File: src/rtl/ghash_ctrl_pkg.sv
// ghash_ctrl_pkg: shared GCM widths and GHASH controller state encoding
package ghash_ctrl_pkg;
  localparam int GCM_BLOCK_W = 128;
  localparam int GCM_LEN_W = 64;
  typedef enum logic [2:0] {
    S_IDLE,
    S_ACCEPT,
    S_LENBLK,
    S_MUL,
    S_GAP,
    S_DONE
  } state_e;
endpackage

File: src/rtl/ghash_ctrl_if.sv
// ghash_ctrl_if: block source, multiplier and result signals of the GHASH controller
// The leftmost bit of every 128-bit vector is GCM coefficient x^0, i.e. bit 0 of gfmul_v2's [0:127] view.
interface ghash_ctrl_if;
  import ghash_ctrl_pkg::*;
  logic [GCM_BLOCK_W-1:0] iHashkey;
  logic                   iHashkey_valid;
  logic                   iStart;
  logic [GCM_LEN_W-1:0]   iLen_aad;
  logic [GCM_LEN_W-1:0]   iLen_ct;
  logic [GCM_BLOCK_W-1:0] iBlock;
  logic                   iBlock_valid;
  logic                   iBlock_last;
  logic                   oBlock_ready;
  logic [GCM_BLOCK_W-1:0] oMul_ctext;
  logic                   oMul_ctext_valid;
  logic [GCM_BLOCK_W-1:0] oMul_hashkey;
  logic                   oMul_hashkey_valid;
  logic [GCM_BLOCK_W-1:0] iMul_result;
  logic                   iMul_result_valid;
  logic [GCM_BLOCK_W-1:0] oGhash;
  logic                   oGhash_valid;
  logic                   oBusy;
  logic                   oError;
  modport master (
    input  iHashkey, iHashkey_valid, iStart, iLen_aad, iLen_ct,
    input  iBlock, iBlock_valid, iBlock_last, iMul_result, iMul_result_valid,
    output oBlock_ready, oMul_ctext, oMul_ctext_valid, oMul_hashkey, oMul_hashkey_valid,
    output oGhash, oGhash_valid, oBusy, oError
  );
  modport slave (
    output iHashkey, iHashkey_valid, iStart, iLen_aad, iLen_ct,
    output iBlock, iBlock_valid, iBlock_last, iMul_result, iMul_result_valid,
    input  oBlock_ready, oMul_ctext, oMul_ctext_valid, oMul_hashkey, oMul_hashkey_valid,
    input  oGhash, oGhash_valid, oBusy, oError
  );
endinterface

File: src/rtl/ghash_ctrl.sv
// ghash_ctrl: sequences Y(i) = (Y(i-1) ^ X(i)) * H through an external gfmul_v2, then the length block
module ghash_ctrl
  import ghash_ctrl_pkg::*;
#(
  parameter int MUL_TIMEOUT = 255
) (
  input logic          iClk,
  input logic          iRst,
  ghash_ctrl_if.master bus
);
  localparam int CW = $clog2(MUL_TIMEOUT + 1);
  state_e                   state_q, state_d;
  logic [GCM_BLOCK_W-1:0]   h_q, h_d, y_q, y_d, ctext_q, ctext_d, ghash_q, ghash_d;
  logic [2*GCM_LEN_W-1:0]   len_q, len_d;
  logic                     key_q, key_d, last_q, last_d, lenph_q, lenph_d;
  logic                     gvalid_q, gvalid_d, err_q, err_d;
  logic [CW-1:0]            cnt_q, cnt_d;
  always_ff @(posedge iClk or posedge iRst) begin
    if (iRst) begin
      state_q  <= S_IDLE;
      h_q      <= '0;
      y_q      <= '0;
      ctext_q  <= '0;
      ghash_q  <= '0;
      len_q    <= '0;
      key_q    <= 1'b0;
      last_q   <= 1'b0;
      lenph_q  <= 1'b0;
      gvalid_q <= 1'b0;
      err_q    <= 1'b0;
      cnt_q    <= '0;
    end else begin
      state_q  <= state_d;
      h_q      <= h_d;
      y_q      <= y_d;
      ctext_q  <= ctext_d;
      ghash_q  <= ghash_d;
      len_q    <= len_d;
      key_q    <= key_d;
      last_q   <= last_d;
      lenph_q  <= lenph_d;
      gvalid_q <= gvalid_d;
      err_q    <= err_d;
      cnt_q    <= cnt_d;
    end
  end
  always_comb begin
    state_d  = state_q;
    h_d      = h_q;
    y_d      = y_q;
    ctext_d  = ctext_q;
    ghash_d  = ghash_q;
    len_d    = len_q;
    key_d    = key_q;
    last_d   = last_q;
    lenph_d  = lenph_q;
    gvalid_d = 1'b0;
    err_d    = 1'b0;
    cnt_d    = '0;
    case (state_q)
      S_IDLE: begin
        if (bus.iHashkey_valid) begin
          h_d   = bus.iHashkey;
          key_d = 1'b1;
        end
        if (bus.iStart && key_q) begin
          y_d     = '0;
          len_d   = {bus.iLen_aad, bus.iLen_ct};
          lenph_d = 1'b0;
          last_d  = 1'b0;
          state_d = (bus.iLen_aad == '0 && bus.iLen_ct == '0) ? S_LENBLK : S_ACCEPT;
        end
      end
      S_ACCEPT: begin
        if (bus.iBlock_valid) begin
          ctext_d = y_q ^ bus.iBlock;
          last_d  = bus.iBlock_last;
          state_d = S_MUL;
        end
      end
      S_LENBLK: begin
        ctext_d = y_q ^ len_q;
        lenph_d = 1'b1;
        state_d = S_MUL;
      end
      S_MUL: begin
        // a result arriving on the final allowed cycle still wins over the timeout
        if (bus.iMul_result_valid) begin
          y_d     = bus.iMul_result;
          state_d = S_GAP;
        end else if (cnt_q == CW'(MUL_TIMEOUT - 1)) begin
          err_d   = 1'b1;
          state_d = S_IDLE;
        end else begin
          cnt_d = cnt_q + 1'b1;
        end
      end
      S_GAP: state_d = lenph_q ? S_DONE : last_q ? S_LENBLK : S_ACCEPT;
      S_DONE: begin
        ghash_d  = y_q;
        gvalid_d = 1'b1;
        state_d  = S_IDLE;
      end
      default: state_d = S_IDLE;
    endcase
  end
  assign bus.oBlock_ready       = state_q == S_ACCEPT;
  assign bus.oMul_ctext         = ctext_q;
  assign bus.oMul_ctext_valid   = state_q == S_MUL;
  assign bus.oMul_hashkey       = h_q;
  assign bus.oMul_hashkey_valid = state_q == S_MUL;
  assign bus.oGhash             = ghash_q;
  assign bus.oGhash_valid       = gvalid_q;
  assign bus.oBusy              = state_q != S_IDLE;
  assign bus.oError             = err_q;
endmodule

File: src/flat_wrapper.sv
// flat-port wrapper written by rule: the top's interface ports become plain ports
module ghash_ctrl_flat import ghash_ctrl_pkg::*;
#(
  parameter int MUL_TIMEOUT = 255
)
  (iClk, iRst, bus_iHashkey, bus_iHashkey_valid, bus_iStart, bus_iLen_aad, bus_iLen_ct, bus_iBlock, bus_iBlock_valid, bus_iBlock_last, bus_iMul_result, bus_iMul_result_valid, bus_oBlock_ready, bus_oMul_ctext, bus_oMul_ctext_valid, bus_oMul_hashkey, bus_oMul_hashkey_valid, bus_oGhash, bus_oGhash_valid, bus_oBusy, bus_oError);
  ghash_ctrl_if bus_i ();
  input logic iClk;
  input logic iRst;
  input wire logic [$bits(bus_i.iHashkey)-1:0] bus_iHashkey;
  input wire logic [$bits(bus_i.iHashkey_valid)-1:0] bus_iHashkey_valid;
  input wire logic [$bits(bus_i.iStart)-1:0] bus_iStart;
  input wire logic [$bits(bus_i.iLen_aad)-1:0] bus_iLen_aad;
  input wire logic [$bits(bus_i.iLen_ct)-1:0] bus_iLen_ct;
  input wire logic [$bits(bus_i.iBlock)-1:0] bus_iBlock;
  input wire logic [$bits(bus_i.iBlock_valid)-1:0] bus_iBlock_valid;
  input wire logic [$bits(bus_i.iBlock_last)-1:0] bus_iBlock_last;
  input wire logic [$bits(bus_i.iMul_result)-1:0] bus_iMul_result;
  input wire logic [$bits(bus_i.iMul_result_valid)-1:0] bus_iMul_result_valid;
  output wire logic [$bits(bus_i.oBlock_ready)-1:0] bus_oBlock_ready;
  output wire logic [$bits(bus_i.oMul_ctext)-1:0] bus_oMul_ctext;
  output wire logic [$bits(bus_i.oMul_ctext_valid)-1:0] bus_oMul_ctext_valid;
  output wire logic [$bits(bus_i.oMul_hashkey)-1:0] bus_oMul_hashkey;
  output wire logic [$bits(bus_i.oMul_hashkey_valid)-1:0] bus_oMul_hashkey_valid;
  output wire logic [$bits(bus_i.oGhash)-1:0] bus_oGhash;
  output wire logic [$bits(bus_i.oGhash_valid)-1:0] bus_oGhash_valid;
  output wire logic [$bits(bus_i.oBusy)-1:0] bus_oBusy;
  output wire logic [$bits(bus_i.oError)-1:0] bus_oError;
  assign bus_i.iHashkey = bus_iHashkey;
  assign bus_i.iHashkey_valid = bus_iHashkey_valid;
  assign bus_i.iStart = bus_iStart;
  assign bus_i.iLen_aad = bus_iLen_aad;
  assign bus_i.iLen_ct = bus_iLen_ct;
  assign bus_i.iBlock = bus_iBlock;
  assign bus_i.iBlock_valid = bus_iBlock_valid;
  assign bus_i.iBlock_last = bus_iBlock_last;
  assign bus_i.iMul_result = bus_iMul_result;
  assign bus_i.iMul_result_valid = bus_iMul_result_valid;
  assign bus_oBlock_ready = bus_i.oBlock_ready;
  assign bus_oMul_ctext = bus_i.oMul_ctext;
  assign bus_oMul_ctext_valid = bus_i.oMul_ctext_valid;
  assign bus_oMul_hashkey = bus_i.oMul_hashkey;
  assign bus_oMul_hashkey_valid = bus_i.oMul_hashkey_valid;
  assign bus_oGhash = bus_i.oGhash;
  assign bus_oGhash_valid = bus_i.oGhash_valid;
  assign bus_oBusy = bus_i.oBusy;
  assign bus_oError = bus_i.oError;
  ghash_ctrl #(.MUL_TIMEOUT(MUL_TIMEOUT)) u_core (.iClk(iClk), .iRst(iRst), .bus(bus_i));
endmodule
File: config.mk
export PLATFORM = sky130hd
export DESIGN_NAME = ghash_ctrl_flat
export DESIGN_NICKNAME = d
export VERILOG_FILES = /design/src/rtl/ghash_ctrl_pkg.sv /design/src/rtl/ghash_ctrl_if.sv /design/src/rtl/ghash_ctrl.sv /design/src/flat_wrapper.sv
export SDC_FILE = /design/constraint.sdc
export NUM_CORES = 2
export LEC_CHECK = 0
export ABC_CLOCK_PERIOD_IN_PS = 68700
export CORE_AREA = 2 2 357 359
export DETAILED_ROUTE_END_ITERATION = 8
export DIE_AREA = 0 0 359 361
export HOLD_SLACK_MARGIN = 0.03
export SLEW_MARGIN = 20
export SYNTH_ARGS = -nofsm -noshare
export SYNTH_HDL_FRONTEND = slang
export SYNTH_SLANG_ARGS = --single-unit
export TNS_END_PERCENT = 5
File: constraint.sdc
create_clock -name iClk -period 68.7 [get_ports iClk]
set_clock_uncertainty 0.05 [all_clocks]
set_input_delay 13.74 -clock iClk [delete_from_list [all_inputs] [get_ports iClk]]
set_output_delay 13.74 -clock iClk [all_outputs]
set_load 0.02 [all_outputs]
==> load_flow_metrics.sql <==
INSERT INTO impl_metrics (metric_group, metric, value, unit) VALUES
('timing', 'setup_repair_after_global_routing_missed_its_margin', 'no', ''),
('power', 'p_int', '1.19', 'mW'),
('grt', 'grt_pass1_wl', '161000', 'um'),
('synthesis', 'mappedNetlistArea', '27300', 'um^2'),
('critical_path', 'critPathLaunchType', 'input port', ''),
('timing', 'timing.max_slew.rel_slack', '32.1', '%'),
('power', 'power_switching_share', '39.7', '%'),
('critical_path', 'crit_chain', 'clkdlybuf4s50_1 -> inv_8 -> buf_4 -> buf_4 -> buf_4 -> buf_4 -> buf_4', ''),
('cells_and_area', 'finalNetCount', '4106', ''),
('synthesis', 'netlist_instances', '2717', ''),
('synthesis', 'postSynth.asyncResetShare', '100', '%'),
('cells_and_area', 'fillerInstances', '12900', ''),
('clock_tree', 'clock-sinks', '656', ''),
('timing', 'finalSetupViolations', '0', ''),
('clock_tree', 'clk_pin_slew', '60', 'ps'),
('grt', 'maximum_number_of_pins_on_one_net_before_global_route_repair', '154', ''),
('critical_path', 'path_common_cell', 'sky130_fd_sc_hd__buf_4', ''),
('grt', 'global_route.overflow_total', '0', ''),
('power', 'power.combinational.fraction', '42.7', '%'),
('critical_path', 'crit_slowest_cell', 'sky130_fd_sc_hd__buf_4', ''),
('placed_design', 'post-dp-hpwl', '81200', 'um'),
('critical_path', 'crit_path_max_fanout', '93', ''),
('timing', 'worst_slew_pin_slew', '1010', 'ps'),
('die', 'die_y', '361', 'um'),
('clock_tree', 'clock_path_buffers', '3', ''),
('worst_hold_path', 'hold-path-cell-count', '1', ''),
('synthesis', 'flip_flop_cell_with_the_highest_count_after_synthesis', 'sky130_fd_sc_hd__dfrtp_1', ''),
('critical_path', 'cp_arrival', '18460', 'ps'),
('critical_path', 'worst_path_largest_cell_delay', '840', 'ps'),
('synthesis', 'synth-edff-count', '0', ''),
('cells_and_area', 'seqCellArea', '16400', 'um^2'),
('power', 'vdd_drop_max', '0.0222', 'mV'),
('placed_design', 'gpl.final_weighted_congestion', '0.859', ''),
('clock_tree', 'tritoncts.num_buffers', '79', ''),
('critical_path', 'crit_path_end_kind', 'asynchronous set/reset pin', ''),
('die', 'io_pins', '909', ''),
('timing', 'period_minus_slack', '17790', 'ps'),
('power', 'clock_power_share', '22.2', '%'),
('grt', 'grt_usage', '16.7', '%'),
('placed_design', 'place_area', '38100', 'um^2'),
('cells_and_area', 'drive_gt1_share', '8.39', '%'),
('clock_tree', 'cts.htree.levels', '3', ''),
('timing', 'maxSlewViolCount', '0', ''),
('synthesis', 'synth_top_cell_area_share', '60.0', '%'),
('synthesis', 'synthDominantAreaCellType', 'sky130_fd_sc_hd__dfrtp_1', ''),
('route', 'drt_first_iter_violations', '1455', ''),
('clock_tree', 'post-cts-setup-buffers', '0', ''),
('synthesis', 'synth.yosys.seq_area_share', '60.0', '%'),
('clock_tree', 'cts_tree', 'built', ''),
('critical_path', 'data_required_time_of_the_worst_path', '69370', 'ps'),
('die', 'rows', '130', ''),
('power', 'cellLeakagePower', '18.2', 'nW'),
('worst_hold_path', 'min-delay-path-class', 'register to register', ''),
('route', 'postRouteWirelength', '112000', 'um'),
('timing', 'min_period_over_period', '25.9', '%'),
('synthesis', 'synth.ff_latch_count', '656', ''),
('route', 'pre_antenna_drt_iters', '6', ''),
('route', 'drc', '0', ''),
('synthesis', 'synth.area.top_cells', 'sky130_fd_sc_hd__dfrtp_1 (60%), sky130_fd_sc_hd__nand2_1 (16%), sky130_fd_sc_hd__mux2_2 (5.3%), sky130_fd_sc_hd__mux2i_1 (4.7%), sky130_fd_sc_hd__o21ai_0 (4.4%)', ''),
('clock_tree', 'cts_root_buffer', 'sky130_fd_sc_hd__clkbuf_16', ''),
('die', 'start_util', '21.8', '%'),
('route', 'postRouteAntennaNets', '0', ''),
('die', 'fp.dieW', '359', 'um'),
('run_status', 'run_status', 'complete, no violations', ''),
('grt', 'antenna_found_initial', '28', ''),
('synthesis', 'synth-warning-count', '0', ''),
('critical_path', 'timing.setup.critical_path_class', 'input port to asynchronous set/reset pin', ''),
('job', 'timing.max_cap.violations', '0', ''),
('route', 'wire_length_per_cell_after_detailed_routing', '21.0', 'um'),
('cells_and_area', 'multiInputGateArea', '10200', 'um^2'),
('timing', 'setup_tns', '0', 'ps');
cell families after synthesis:
group           synth area share [%]
fa+ha+maj                     0.0915
flops                           60.0
buf+inv                         3.12
xor+xnor                        4.29
simple gates                    17.6
mux                             9.96
compound gates                  4.96
cell type report:
type | count | share of cell area (%)
timing repair buffer | 945 | 23.0
tap | 1650 | 5.05
clock buffer | 113 | 5.57
clock inverter | 29 | 1.11
inverter | 7 | 0.0950
antenna | 21 | 0.129
multi-input combinational | 1896 | 24.9
sequential | 656 | 40.2
critical path: cells and delay by family:
kind	cells	cell delay, ps
buffers and inverters	7	4530
cells in the mapped netlist (all sizes together) (2+ instances only):
cell and n:
nand3 6, ha 2, a21oi 3, xnor2 3, o21ai 256, nand4 9, mux2i 128, xor2 131
mux2 128, dfrtp 656, or2 3, a21o 2, nor2b 2, clkbuf 81, nand2 1161, buf 77
nor4 34, nor2 15, inv 7, and3 2
stage by stage:
| stage | hold slack, ps | instances | setup slack, ps | power [mW] | utilization, % |
|---|---|---|---|---|---|
| final | 419 | 5317 | 50910 | 1.98 | 32.6 |
| after global routing | 439 | 5312 | 50180 | 2.10 | 32.6 |
| after CTS | 425 | 5296 | 50640 | 2.00 | 32.5 |
| after detailed placement | 410 | 5154 | 49910 | 1.55 | 30.3 |
| after global placement | 407 | 5154 | 49950 | 1.54 | 30.3 |
| after floorplan | 390 | 2717 | 36530 | 1.14 | - |
cells in the final DEF, fill, tap and decap left out, types with 3 or more instances in the layout:
cell,synthesis,routed
sky130_fd_sc_hd__nor4_1,34,29
sky130_fd_sc_hd__clkbuf_16,0,79
sky130_fd_sc_hd__inv_1,7,5
sky130_fd_sc_hd__xnor2_1,3,3
sky130_fd_sc_hd__buf_4,33,35
sky130_fd_sc_hd__inv_6,0,5
sky130_fd_sc_hd__dfrtp_1,656,656
sky130_fd_sc_hd__mux2i_1,128,128
sky130_fd_sc_hd__bufinv_16,0,7
sky130_fd_sc_hd__clkbuf_1,81,17
sky130_fd_sc_hd__nand4_1,9,9
sky130_fd_sc_hd__xor2_1,131,131
sky130_fd_sc_hd__diode_2,0,21
sky130_fd_sc_hd__nand2_1,1161,1161
sky130_fd_sc_hd__o21ai_1,14,14
sky130_fd_sc_hd__clkinv_2,0,9
sky130_fd_sc_hd__o21ai_0,242,242
sky130_fd_sc_hd__clkdlybuf4s50_1,0,908
sky130_fd_sc_hd__mux2_2,128,128
sky130_fd_sc_hd__nand3_1,6,5
sky130_fd_sc_hd__clkbuf_8,0,17
sky130_fd_sc_hd__clkinv_16,0,3
sky130_fd_sc_hd__nor4_2,0,5
sky130_fd_sc_hd__nor2_1,14,13
sky130_fd_sc_hd__clkinv_4,0,3
per-layer routing:
metal | share of wire [%] | global-route usage, %
met3 | 7.0 | 4.74
met5 | 0.071 | 0
met4 | 3.8 | 7.12
met2 | 47 | 27.2
met1 | 42 | 20.7
power by group through the flow:
stage	clock (mW)	sequential (mW)	combinational (mW)
2_1_floorplan	0	0.803	0.341
3_3_place_gp	0	0.694	0.843
3_5_place_dp	0	0.699	0.855
4_1_cts	0.451	0.695	0.858
5_1_grt	0.467	0.718	0.911
6_report	0.440	0.695	0.845
sequential cells by signal, summed over array words and instances, names as in the netlist:
signal,cells
u_core.bus.oGhash,128
u_core.bus.oMul_ctext,128
u_core.bus.oMul_hashkey,128
u_core.len_q,128
u_core.y_q,128
u_core.cnt_q,8
u_core.state_q,3
u_core.bus.oError,1
u_core.bus.oGhash_valid,1
u_core.key_q,1
u_core.last_q,1
u_core.lenph_q,1
path summary, 6_finish.rpt:
kind                                                    end  slack, ps              start
max in group iClk                          bus_oBlock_ready      52260  u_core.state_q[2]
worst min-delay path                           u_core.key_q        420       u_core.key_q
worst min register to register                 u_core.key_q        420       u_core.key_q
worst max register to register     u_core.bus.oMul_ctext[2]      64840  u_core.state_q[1]
worst max-delay path                       u_core.len_q[60]      50910               iRst
min in group asynchronous       u_core.bus.oMul_hashkey[59]      13520               iRst
No activity file was read; power rests on OpenSTA's default activity.
